[src/rtl/burst_chopper_pkg.sv]
// Shared types and helpers for the burst chopper: FSM state encoding and
// the three-way minimum used to size each command.
package burst_chopper_pkg;

  typedef enum logic [1:0] {
    IDLE   = 2'd0,
    CALC   = 2'd1,
    ISSUE  = 2'd2,
    FINISH = 2'd3
  } state_t;

  // Wide enough for LENGTH_WIDTH+1 and 2^BOUNDARY_LOG2 at any sane setting
  localparam int MIN_W = 64;

  function automatic logic [MIN_W-1:0] min3(input logic [MIN_W-1:0] a,
                                            input logic [MIN_W-1:0] b,
                                            input logic [MIN_W-1:0] c);
    logic [MIN_W-1:0] m;
    m = (a < b) ? a : b;
    return (m < c) ? m : c;
  endfunction

endpackage

[src/rtl/burst_chopper_len_calc.sv]
// Combinational command sizing: min(remaining, block, bytes to next boundary).
module burst_chopper_len_calc
  import burst_chopper_pkg::*;
#(
  parameter int LENGTH_WIDTH  = 32,
  parameter int BLOCK_WIDTH   = 24,
  parameter int BOUNDARY_LOG2 = 12,
  parameter int LSB_W         = (BOUNDARY_LOG2 > 0) ? BOUNDARY_LOG2 : 1
) (
  input  logic [LSB_W-1:0]        addr_lsb,
  input  logic [LENGTH_WIDTH-1:0] remain,
  input  logic [BLOCK_WIDTH-1:0]  blk,
  output logic [LENGTH_WIDTH:0]   len
);

  logic [MIN_W-1:0] bnd;

  always_comb begin
    // A zero boundary exponent means no splitting: the boundary term never wins
    if (BOUNDARY_LOG2 == 0) bnd = '1;
    else bnd = (MIN_W'(1) << BOUNDARY_LOG2) - MIN_W'(addr_lsb);
    len = (LENGTH_WIDTH + 1)'(min3(MIN_W'(remain), MIN_W'(blk), bnd));
  end

endmodule

[src/rtl/burst_chopper.sv]
// Splits a (base, length, block size) descriptor into boundary-safe commands
// over a valid/ready interface, with sticky abort and done/error reporting.
module burst_chopper
  import burst_chopper_pkg::*;
#(
  parameter int ADDR_WIDTH    = 64,
  parameter int LENGTH_WIDTH  = 32,
  parameter int BLOCK_WIDTH   = 24,
  parameter int BOUNDARY_LOG2 = 12
) (
  input  logic                    clk,
  input  logic                    reset_n,
  input  logic                    start,
  input  logic                    abort,
  input  logic [ADDR_WIDTH-1:0]   base_address,
  input  logic [LENGTH_WIDTH-1:0] transfer_length,
  input  logic [BLOCK_WIDTH-1:0]  block_size,
  output logic                    busy,
  output logic                    done,
  output logic                    error,
  output logic                    cmd_valid,
  input  logic                    cmd_ready,
  output logic [ADDR_WIDTH-1:0]   cmd_address,
  output logic [BLOCK_WIDTH-1:0]  cmd_length,
  output logic                    cmd_last
);

  localparam int LSB_W = (BOUNDARY_LOG2 > 0) ? BOUNDARY_LOG2 : 1;

  state_t                  state;
  logic [ADDR_WIDTH-1:0]   addr_q;
  logic [LENGTH_WIDTH-1:0] remain_q;
  logic [BLOCK_WIDTH-1:0]  blk_q;
  logic                    abort_q;
  logic                    zblk_q;
  logic [LENGTH_WIDTH:0]   len;

  burst_chopper_len_calc #(
    .LENGTH_WIDTH (LENGTH_WIDTH),
    .BLOCK_WIDTH  (BLOCK_WIDTH),
    .BOUNDARY_LOG2(BOUNDARY_LOG2),
    .LSB_W        (LSB_W)
  ) u_len_calc (
    .addr_lsb(addr_q[LSB_W-1:0]),
    .remain  (remain_q),
    .blk     (blk_q),
    .len     (len)
  );

  always_ff @(posedge clk) begin
    if (!reset_n) begin
      state       <= IDLE;
      busy        <= 1'b0;
      done        <= 1'b0;
      error       <= 1'b0;
      cmd_valid   <= 1'b0;
      cmd_last    <= 1'b0;
      cmd_address <= '0;
      cmd_length  <= '0;
      addr_q      <= '0;
      remain_q    <= '0;
      blk_q       <= '0;
      abort_q     <= 1'b0;
      zblk_q      <= 1'b0;
    end else begin
      done  <= 1'b0;
      error <= 1'b0;
      if (state != IDLE) abort_q <= abort_q | abort;
      case (state)
        IDLE: begin
          if (start) begin
            addr_q   <= base_address;
            remain_q <= transfer_length;
            blk_q    <= block_size;
            abort_q  <= abort;
            zblk_q   <= (block_size == '0);
            busy     <= 1'b1;
            state    <= (transfer_length == '0 || block_size == '0) ? FINISH : CALC;
          end
        end
        CALC: begin
          cmd_address <= addr_q;
          cmd_length  <= len[BLOCK_WIDTH-1:0];
          cmd_last    <= (len == {1'b0, remain_q});
          cmd_valid   <= 1'b1;
          state       <= ISSUE;
        end
        ISSUE: begin
          if (cmd_ready) begin
            addr_q    <= addr_q + ADDR_WIDTH'(cmd_length);
            remain_q  <= remain_q - LENGTH_WIDTH'(cmd_length);
            cmd_valid <= 1'b0;
            // An abort seen on the handshake cycle already blocks the next command
            state     <= (cmd_last || abort_q || abort) ? FINISH : CALC;
          end
        end
        FINISH: begin
          done  <= 1'b1;
          error <= abort_q | zblk_q;
          busy  <= 1'b0;
          state <= IDLE;
        end
        default: state <= IDLE;
      endcase
    end
  end

endmodule

[config.mk]
export PLATFORM = sky130hd
export DESIGN_NAME = burst_chopper
export DESIGN_NICKNAME = d
export VERILOG_FILES = /design/src/rtl/burst_chopper_pkg.sv /design/src/rtl/burst_chopper_len_calc.sv /design/src/rtl/burst_chopper.sv
export SDC_FILE = /design/constraint.sdc
export NUM_CORES = 1
export LEC_CHECK = 0
export BUFFER_PORTS_ARGS = -buffer_cell sky130_fd_sc_hd__buf_4
export CAP_MARGIN = 20
export CORE_UTILIZATION = 45
export DETAILED_ROUTE_END_ITERATION = 12
export GPL_ROUTABILITY_DRIVEN = 0
export GPL_TIMING_DRIVEN = 0
export PLACE_DENSITY_LB_ADDON = 0.1
export SLEW_MARGIN = 15
export SYNTH_ARGS = -nofsm -noshare
export SYNTH_HDL_FRONTEND = slang
export SYNTH_SLANG_ARGS = --single-unit
export TNS_END_PERCENT = 1
[constraint.sdc]
create_clock -name clk -period 8.6 [get_ports clk]
set_input_delay 0.86 -clock clk [delete_from_list [all_inputs] [get_ports clk]]
set_output_delay 0.86 -clock clk [all_outputs]
set_load 0.05 [all_outputs]
==> After elaboration in Yosys (flattened, before gate mapping) <==
Cells that the tools add are included.
{ "classes": {"n_addsub": 3, "magnitude_cmp": 2, "eq_ne": 6, "muxes": 21, "bitwise": 2, "reduce_logical": 16} }
{ "op_table": {"columns": ["operator", "count"], "rows": [
  ["64-bit 2-to-1 mux", 2],
  ["64-bit one-hot mux with 2 select lines", 1],
  ["32-bit 2-to-1 mux", 3],
  ["64-bit by 24-bit adder with 64-bit output", 1],
  ["32-bit by 64-bit < comparator with 1-bit output", 1],
  ["32-bit one-hot mux with 2 select lines", 1],
  ["33-bit by 32-bit == test with 1-bit output", 1],
  ["33-bit 2-to-1 mux", 1],
  ["32-bit zero test", 1],
  ["32-bit by 24-bit < comparator with 1-bit output", 1],
  ["32-bit by 24-bit subtractor with 32-bit output", 1],
  ["24-bit zero test", 1],
  ["13-bit by 12-bit subtractor with 14-bit output, first input constant", 1],
  ["2-bit AND reduction", 5],
  ["2-bit 2-to-1 mux", 4],
  ["2-bit one-hot mux with 4 select lines", 1],
  ["2-bit nonzero test", 4],
  ["1-bit 2-to-1 mux", 6],
  ["2-bit == test, second input constant", 2],
  ["2-bit inequality test, second input constant", 2],
  ["1-bit one-hot mux with 2 select lines", 2],
  ["1-bit logical OR", 3],
  ["3-bit AND reduction", 1],
  ["2-bit by 1-bit == test with 1-bit output, second input constant", 1],
  ["other kinds (2)", 3]
]} }
{ "word_totals": {"ff_bits": 217, "inputBits": 125, "out_inout_bits": 93, "word_cells": 63} }

==> Logic depth before layout (Yosys ltp) <==
Gate-level depths: netlist of run 1.
{ "logic_depth": {"ltp_word": 5, "mapped_depth": 25, "ltp_nobuf": 22} }

==> By module <==
From an unflattened synthesis of run 1, not the netlist that was laid out.
{ "hier_totals": {"hier_cells": 1902, "hier_area_um2": 14119.8} }
{ "by_module_without_submodules": {"columns": ["module", "instances", "cells_per_inst", "area_per_inst_um2", "seq_area_each_um2"], "rows": [
  ["burst_chopper", 1, 1683, 12489.5, 4344.2],
  ["burst_chopper_len_calc", 1, 219, 1630.3, 0.0]
]} }

==> Worst setup path after synthesis of run 1 <==
No wires, ideal clock.
{ "synth_timing": {"kind": "register to register", "start": "register remain_q[26]", "end": "register cmd_last", "setup_ns": 0.067, "arrival_time_ns": 4.578, "required_ns": 8.533, "slack_ns": 3.955, "stages_incl_launch_ff": 22, "n_path_buf": 3, "period_less_slack_ns": 4.645, "path_cell_list": "dfxtp_1 -> or4_1 -> buf_6 -> or3_4 -> a211oi_4 -> and2_2 -> buf_2 -> buf_2 -> nor2_1 -> a21oi_1 -> inv_1 -> ha_1 -> nand3_1 -> nor2_1 -> a221oi_1 -> o21ai_0 -> a221oi_1 -> o211ai_2 -> or4_4 -> a221oi_2 -> nand3_1 -> o21ai_2"} }
{ "synth_via": {"elab_chain_cells": 5} }
{ "synth_lines": {"columns": ["item", "line", "rtl"], "rows": [
  ["from (decl)", "burst_chopper.sv:32", "logic [LENGTH_WIDTH-1:0] remain_q;"],
  ["from (signal assigned)", "burst_chopper.sv:73", "remain_q <= transfer_length;"],
  ["from (signal assigned)", "burst_chopper.sv:91", "remain_q <= remain_q - LENGTH_WIDTH'(cmd_length);"],
  ["32-bit by 24-bit < comparator with 1-bit output", "burst_chopper_pkg.sv:19", "m = (a < b) ? a : b;"],
  ["32-bit 2-to-1 mux", "burst_chopper_pkg.sv:19", null],
  ["32-bit by 64-bit < comparator with 1-bit output", "burst_chopper_pkg.sv:20", "return (m < c) ? m : c;"],
  ["33-bit 2-to-1 mux", "burst_chopper_pkg.sv:20", null],
  ["33-bit by 32-bit == test with 1-bit output *", "burst_chopper.sv:84", "cmd_last <= (len == {1'b0, remain_q});"],
  ["to (signal assigned)", "burst_chopper.sv:84", null],
  ["to (decl)", "burst_chopper.sv:25", "output logic cmd_last"]
]} }
Every way passes the cells marked *; elsewhere a longest branch is shown, timed or not.
A chain may end at the register's enable or synchronous reset.

==> Worst setup path after layout of run 1 <==
{ "layout_timing": {"start": "register remain_q[11]", "end": "register cmd_last"} }
Same word-level chain as after synthesis.

==> results by group, run 1 <==
Run status
  – Status: finished clean

Route
  – DRC: 0
  – Via count: between 10000 and 15000
  – Vias/cell: just over 6
  – Metal-1 WL: between 20000 and 25000 um
  – DR pass1 iterations: 6
  – Drt wl/cell: approximately 22 um
  – Routed wire length: approximately 52000 um
  – DR iter-0 viols: 1923
  – Antenna Nets Post-Route: 0
  – DR WL met3: ~6000 um
  – DR top layer: met5
  – DR WL met2: between 20000 and 25000 um

Finish
  – Multi-input combinational cell area: a little over 8000 um^2
  – Nets: around 2200
  – FILL cells: between 2000 and 3000
  – Number of diodes: 0
  – Reg area: between 4000 and 5000 um^2
  – Commonest non-fill, non-tap cell in the layout: nand2_1
  – Fin util: a little under three fifths
  – Finished Cell Area: 16120 um^2
  – Commonest cells after routing, fill and taps aside: 310 x nand2_1, 234 x a21oi_1, 217 x dfxtp_1
  – Fraction of layout cells with a size suffix above 1: 14.47%
  – Layout area overhead: 22.75%

Worst setup path
  – Crit Path Class: reg2reg
  – CP Cell Sequence: ha_1 -> a21oi_1 -> o21ai_0 -> a211o_2 -> o21ai_0 -> and2_2 -> buf_2 -> buf_2 -> nor2_1 -> a21oi_1 -> inv_1 -> ha_1 -> nand3_1 -> nor2_1 -> a221oi_1 -> o21ai_0 -> a221oi_1 -> o211ai_2 -> clkbuf_8 -> mux2i_1 -> o22ai_1 -> a221oi_1 -> nand3_1 -> o21ai_2
  – CP endpoint kind: flip-flop
  – CP max FO: 10
  – Critical Path RT: 9.09 ns
  – CP Data Arrival Time: 6.31 ns
  – Largest stage delay, worst path: around 0.52 ns
  – Slowest CP cell: dfxtp_1
  – Worst setup SP type: flip-flop

Synth
  – Post-Syn Nets: just under 2000
  – Post-synthesis sequential area ratio: 33.09%
  – Synth Area in Compound Gates: ~28%
  – Synth Area in XOR/XNOR: roughly 3.1%
  – Post-synth EDFFs: 0
  – Syn avg cell area: around 7.5 um^2
  – Ys Warns: 0
  – Post-Synthesis Cells: between 1500 and 2000
  – Largest family of logic cells by synthesized area: compound AO/OA/AOI/OAI gates
  – Synth Cell Area: approximately 13000 um^2
  – Asr flop ratio synth: 0%
  – Ys flop type: dfxtp_1
  – Post-synthesis mux area share: less than 1%
  – Simple-gate area share of the yosys netlist: 21.36%
  – Synthesis-stage register bit count: 217
  – Number of library cell types mapped by synthesis: between 80 and 90
  – Post-Synth Adder-Cell Area: just over 8%

Placement
  – Post-Place Setup Slack: slightly below 3 ns
  – DP Area: around 15000 um^2
  – PortBufs: between 200 and 250
  – Dpl hpwl: 39410 um

Floorplan
  – Rows: 62
  – Die H: between 150 and 200 um
  – I/O pin total: 218
  – Starting Density: between 40% and 50%
  – Die Width: 172.8 um
  – Core ar.: between 20000 and 30000 um^2
  – Die ar.: 29860 um^2

Power and ir drop
  – LEAKAGE: ~6.6 nW
  – Psw: approximately 1.3 mW
  – Max IR drop VDD: 0.1683 mV
  – Pwr/cell area: around 210 nW/um^2
  – Int Pwr: around 2.2 mW
  – Final Power: between 3 and 4 mW
  – Part of the power in registers: a little over a third
  – Sw Share: 36.88%
  – Clk network pwr share: between 30% and 40%
  – Combinational Power Share: ~32%

Clocking
  – Clk_lat worst skew: around 0.56 ns
  – TritonCTS clock tree: built
  – CTS clk-pin slew, worst paths: 0.07 ns
  – Max clock buf depth: 3
  – H-tree depth: 1
  – CTS Root Cell: clkbuf_16
  – Cts repair resizes: 0
  – Postcts setup bufs: 0
  – Clock Sinks: between 200 and 250
  – Num CTS Buffers: 25
  – Hold_buf cts: 0

Timing
  – Clk_skew: between 0.02 and 0.025 ns
  – Setup TNS: 0 ns
  – Number of slew-limit violations in the final report: 0
  – Fin crit period: approximately 5.8 ns
  – Worst slew margin: between 20% and 30%
  – Crit share post-route: approximately 68%
  – Unrepaired setup endpoints after global routing: false
  – Slew of the pin with the lowest slew margin: between 1 and 1.5 ns
  – Worst Slack Setup Final: 2.777 ns
  – Final hold violation count: 0
  – Max Freq: roughly 0.17 GHz
  – Setup violators final: 0

Global routing
  – Initial antenna violation count: 1
  – Pin count of the biggest net entering global routing: 14
  – Number of global-route vias before repair: approximately 13000
  – First-pass GRT wire length: just under 80000 um
  – Grt ovf: 0
  – Total track usage: about 33%

Hold path
  – Hold WC Path Type: reg2reg

Flow run
  – MaxCap Viol Count: 0
-- worst paths after layout --
path,depth (start not counted),startpoint,slack (ns),end
worst max register to register,24,remain_q[11]$_SDFFE_PN0P_,2.78,cmd_last$_SDFFE_PN0P_
worst max-delay path,24,remain_q[11]$_SDFFE_PN0P_,2.78,cmd_last$_SDFFE_PN0P_
worst min register to register,2,cmd_address[31]$_SDFFE_PN0P_,0.45,cmd_address[31]$_SDFFE_PN0P_
worst min-delay path,2,cmd_address[31]$_SDFFE_PN0P_,0.45,cmd_address[31]$_SDFFE_PN0P_
-- power by group through the flow --
stage          registers, mW  clock network (mW)  logic (mW)
3_3_place_gp            1.21                   0        1.05
3_5_place_dp            1.21                   0        1.07
5_1_grt                 1.20                1.18        1.19
6_report                1.19                1.14        1.10
2_1_floorplan           1.23                   0       0.691
4_1_cts                 1.19                1.15        1.08
-- logic make-up after synthesis --
family          after synthesis
simple gates                621
mux                          11
xor+xnor                     47
flops                       217
fa+ha+maj                    86
compound gates              578
buf+inv                     189
-- cell usage after synthesis, types with 22 or more instances --
cell	n	area share, %
ha_1	84	8.0
a21oi_1	234	8.9
clkbuf_1	86	2.5
nand3_1	39	1.5
a211oi_1	22	1.3
nor3_1	34	1.3
and3_1	22	1.0
nor2_1	109	3.1
a311oi_1	30	2.0
inv_1	84	2.4
nand2_1	310	8.9
dfxtp_1	217	33
a21o_1	31	1.8
nor4_1	23	1.1
o21ai_0	113	4.3
xnor2_1	27	1.8
-- metrics by stage --
| stage | instances | hold slack (ns) |
|---|---|---|
| 6_report | 2395 | 0.4534 |
| 3_3_place_gp | 2349 | 0.4431 |
| 4_1_cts | 2395 | 0.4561 |
| 3_5_place_dp | 2350 | 0.4477 |
| 2_1_floorplan | 1749 | 0.4363 |
| 5_1_grt | 2395 | 0.4730 |
-- area by class of cell --
class / instances / area share (%)
repair buffers: 217 / 10.09
clock inverters: 12 / 0.9783
clock buffers: 33 / 4.441
plain buffers: 105 / 2.640
flip-flops and latches: 217 / 26.96
well taps: 384 / 2.981
inverters: 84 / 1.957
multi-input cells: 1343 / 49.96
-- state kept, by name, summed over array words and instances, names as in the netlist --
signal / cells
done: 1
cmd_address: 64
zblk_q: 1
addr_q: 64
cmd_last: 1
cmd_length: 24
remain_q: 32
state: 2
cmd_valid: 1
abort_q: 1
error: 1
busy: 1
blk_q: 24
-- routing by layer --
metal / vias to the layer above / track usage [%]
met3: 116 / 6.223
li1: 6797 / -
met4: 2 / 12.13
met1: 6754 / 47.23
met5: - / 0
met2: 848 / 50.27
-- critical path, delay by kind of cell, from the launching register on --
kind / cells / cell delay, ns
AO/OA/AOI/OAI: 12 / 2.98
adder cells (fa/ha/maj): 2 / 0.64
buffers and inverters: 4 / 0.69
flip-flops: 1 / 0.52
multiplexers: 1 / 0.24
AND/OR/NAND/NOR: 5 / 0.64
No activity file was read; power rests on OpenSTA's default activity.
==> run 2, diff against run 1 <==
Clock period 8.6 ns to 5.3 ns, I/O delays scaled along.
==> results by group, run 2 (synthesis gave the netlist of run 1 again) <==
Floorplan
  – Die ar.: around 30000 um^2
  – Die H: between 150 and 200 um
  – Core ar.: between 20000 and 30000 um^2
  – Die Width: approximately 170 um
  – I/O pin total: approximately 220
  – Starting Density: between 40% and 50%
  – Rows: 62

Run status
  – Status: finished clean

Timing
  – Final hold violation count: 0
  – Clk_skew: about 0.033 ns
  – Number of slew-limit violations in the final report: 0
  – Max Freq: 0.1972 GHz
  – Fin crit period: 5.072 ns
  – Slew of the pin with the lowest slew margin: about 1.2 ns
  – Setup violators final: 0
  – Setup TNS: 0 ns
  – Unrepaired setup endpoints after global routing: false
  – Crit share post-route: 95.70%
  – Worst slew margin: between 10% and 20%

Clocking
  – CTS Root Cell: clkbuf_16
  – H-tree depth: 1
  – TritonCTS clock tree: built
  – Clock Sinks: around 220
  – Max clock buf depth: 3
  – Clk_lat worst skew: around 0.56 ns
  – Num CTS Buffers: 25
  – CTS clk-pin slew, worst paths: 0.06 ns

Worst setup path
  – Reg2reg start: remain_q[26]$_SDFFE_PN0P_
  – CP max FO: 10
  – CP Data Arrival Time: 5.56 ns
  – Crit Path Class: reg2reg
  – CP Cell Sequence: or4_1 -> buf_6 -> or3_4 -> a211oi_4 -> and2_4 -> buf_4 -> nor2_1 -> a21oi_2 -> inv_1 -> ha_1 -> nand3_1 -> nor2_1 -> a221oi_2 -> o21ai_1 -> a221oi_2 -> o211ai_2 -> clkbuf_8 -> mux2i_2 -> o22ai_1 -> a221oi_2 -> nand3_1 -> o21ai_2
  – Critical Path RT: around 5.8 ns
  – Worst setup SP type: flip-flop
  – Largest stage delay, worst path: 0.54 ns
  – Critical path startpoint: remain_q[26]$_SDFFE_PN0P_
  – Slowest CP cell: or4_1
  – CP dominant cell by count: a221oi_2
  – Crit path max-delay family: compound AO/OA/AOI/OAI gates
  – Buffers plus inverters on the worst setup path: 4
  – CP endpoint kind: flip-flop

Global routing
  – Pin count of the biggest net entering global routing: 14
  – First-pass GRT wire length: around 77000 um
  – Total track usage: about a third
  – Initial antenna violation count: 1
  – Number of global-route vias before repair: ~13000
  – Grt ovf: 0

Finish
  – Finished Cell Area: around 16000 um^2
  – Layout area overhead: 23.04%
  – Reg area: 4347 um^2
  – Fraction of layout cells with a size suffix above 1: 14.87%
  – Fin util: a little under three fifths
  – FILL cells: around 2900
  – Commonest non-fill, non-tap cell in the layout: nand2_1
  – Post-route insts no fill: 2395
  – Leading registers by flop count: addr_q (64), cmd_address (64), remain_q (32)
  – Multi-input combinational cell area: a little over 8000 um^2
  – Nets: roughly 2200
  – Number of diodes: 0
  – Commonest cells after routing, fill and taps aside: 310 x nand2_1, 233 x a21oi_1, 218 x buf_4

Power and ir drop
  – Final Power: between 5 and 6 mW
  – LEAKAGE: ~6.6 nW
  – Max IR drop VDD: approximately 0.27 mV
  – Pwr/cell area: around 350 nW/um^2

Placement
  – Placed insts: between 2000 and 2500
  – PortBufs: about 220
  – Dpl hpwl: between 30000 and 40000 um
  – DP Area: roughly 15000 um^2

Route
  – DR WL met3: 5733 um
  – Antenna Nets Post-Route: 0
  – Via count: approximately 14000
  – Drt wl/cell: about 22 um
  – DR iter-0 viols: approximately 1900
  – Metal-1 WL: roughly 22000 um
  – DR WL met2: about 22000 um
  – Routed wire length: 51720 um
  – DRC: 0
  – DR top layer: met5
  – Vias/cell: between 6 and 7
  – DR pass1 iterations: 6

Hold path
  – Critical hold path startpoint: base_address[60]
  – Hold WC Path Type: in2reg

Flow run
  – MaxCap Viol Count: 0
-- run 2: cell counts in the layout (fill, tap and decap cells not counted) --
Identical to the previous run, type by type.
-- run 2: routing by layer --
metal / vias to the layer above / track usage [%]
met5: - / 0
met4: 2 / 12.13
met3: 101 / 6.223
met2: 842 / 50.35
met1: 6758 / 47.19
li1: 6780 / -
-- run 2: power breakdown --
| part | total (mW) | switching, mW | internal [mW] |
|---|---|---|---|
| Combinational | 1.81 | 1.15 | 0.665 |
| Sequential | 1.94 | 0.172 | 1.76 |
| Clock | 1.86 | 0.756 | 1.10 |
-- run 2: area by class of cell --
class / instances / share of cell area (%)
plain buffers: 104 / 2.618
clock buffers: 33 / 4.430
clock inverters: 12 / 0.9759
inverters: 84 / 1.952
multi-input cells: 1343 / 50.03
flip-flops and latches: 217 / 26.91
well taps: 384 / 2.974
repair buffers: 218 / 10.11
-- run 2: worst paths after layout --
check                                      end  slack (ns)  depth (start not counted)
setup reg to reg         cmd_last$_SDFFE_PN0P_        0.23                         22
hold reg to reg   cmd_address[15]$_SDFFE_PN0P_        0.45                          2
setup / recovery         cmd_last$_SDFFE_PN0P_        0.23                         22
hold / removal         addr_q[60]$_SDFFE_PN0P_        0.23                          3
-- run 2: metrics by stage --
stage	hold slack, ns	setup slack, ns
2_1_floorplan	0.4363	0.6551
3_3_place_gp	0.4431	-0.2947
3_5_place_dp	0.4477	-0.3430
4_1_cts	0.2117	0.02121
5_1_grt	0.2447	0.02095
6_report	0.2297	0.2281
-- run 2: tightest hold or removal path: cells and delay by family --
family	cells	cell delay, ns
simple gates	1	0.07
compound gates	1	0.05
buf+inv	1	0.08
-- run 2: what timing repair did --
action	4_1_cts	5_1_grt
hold buffers	0	0
setup endpoints to repair	10	12
setup buffers	0	1
gates resized for setup	4	11
cloned	0	0
pin swaps	1	3
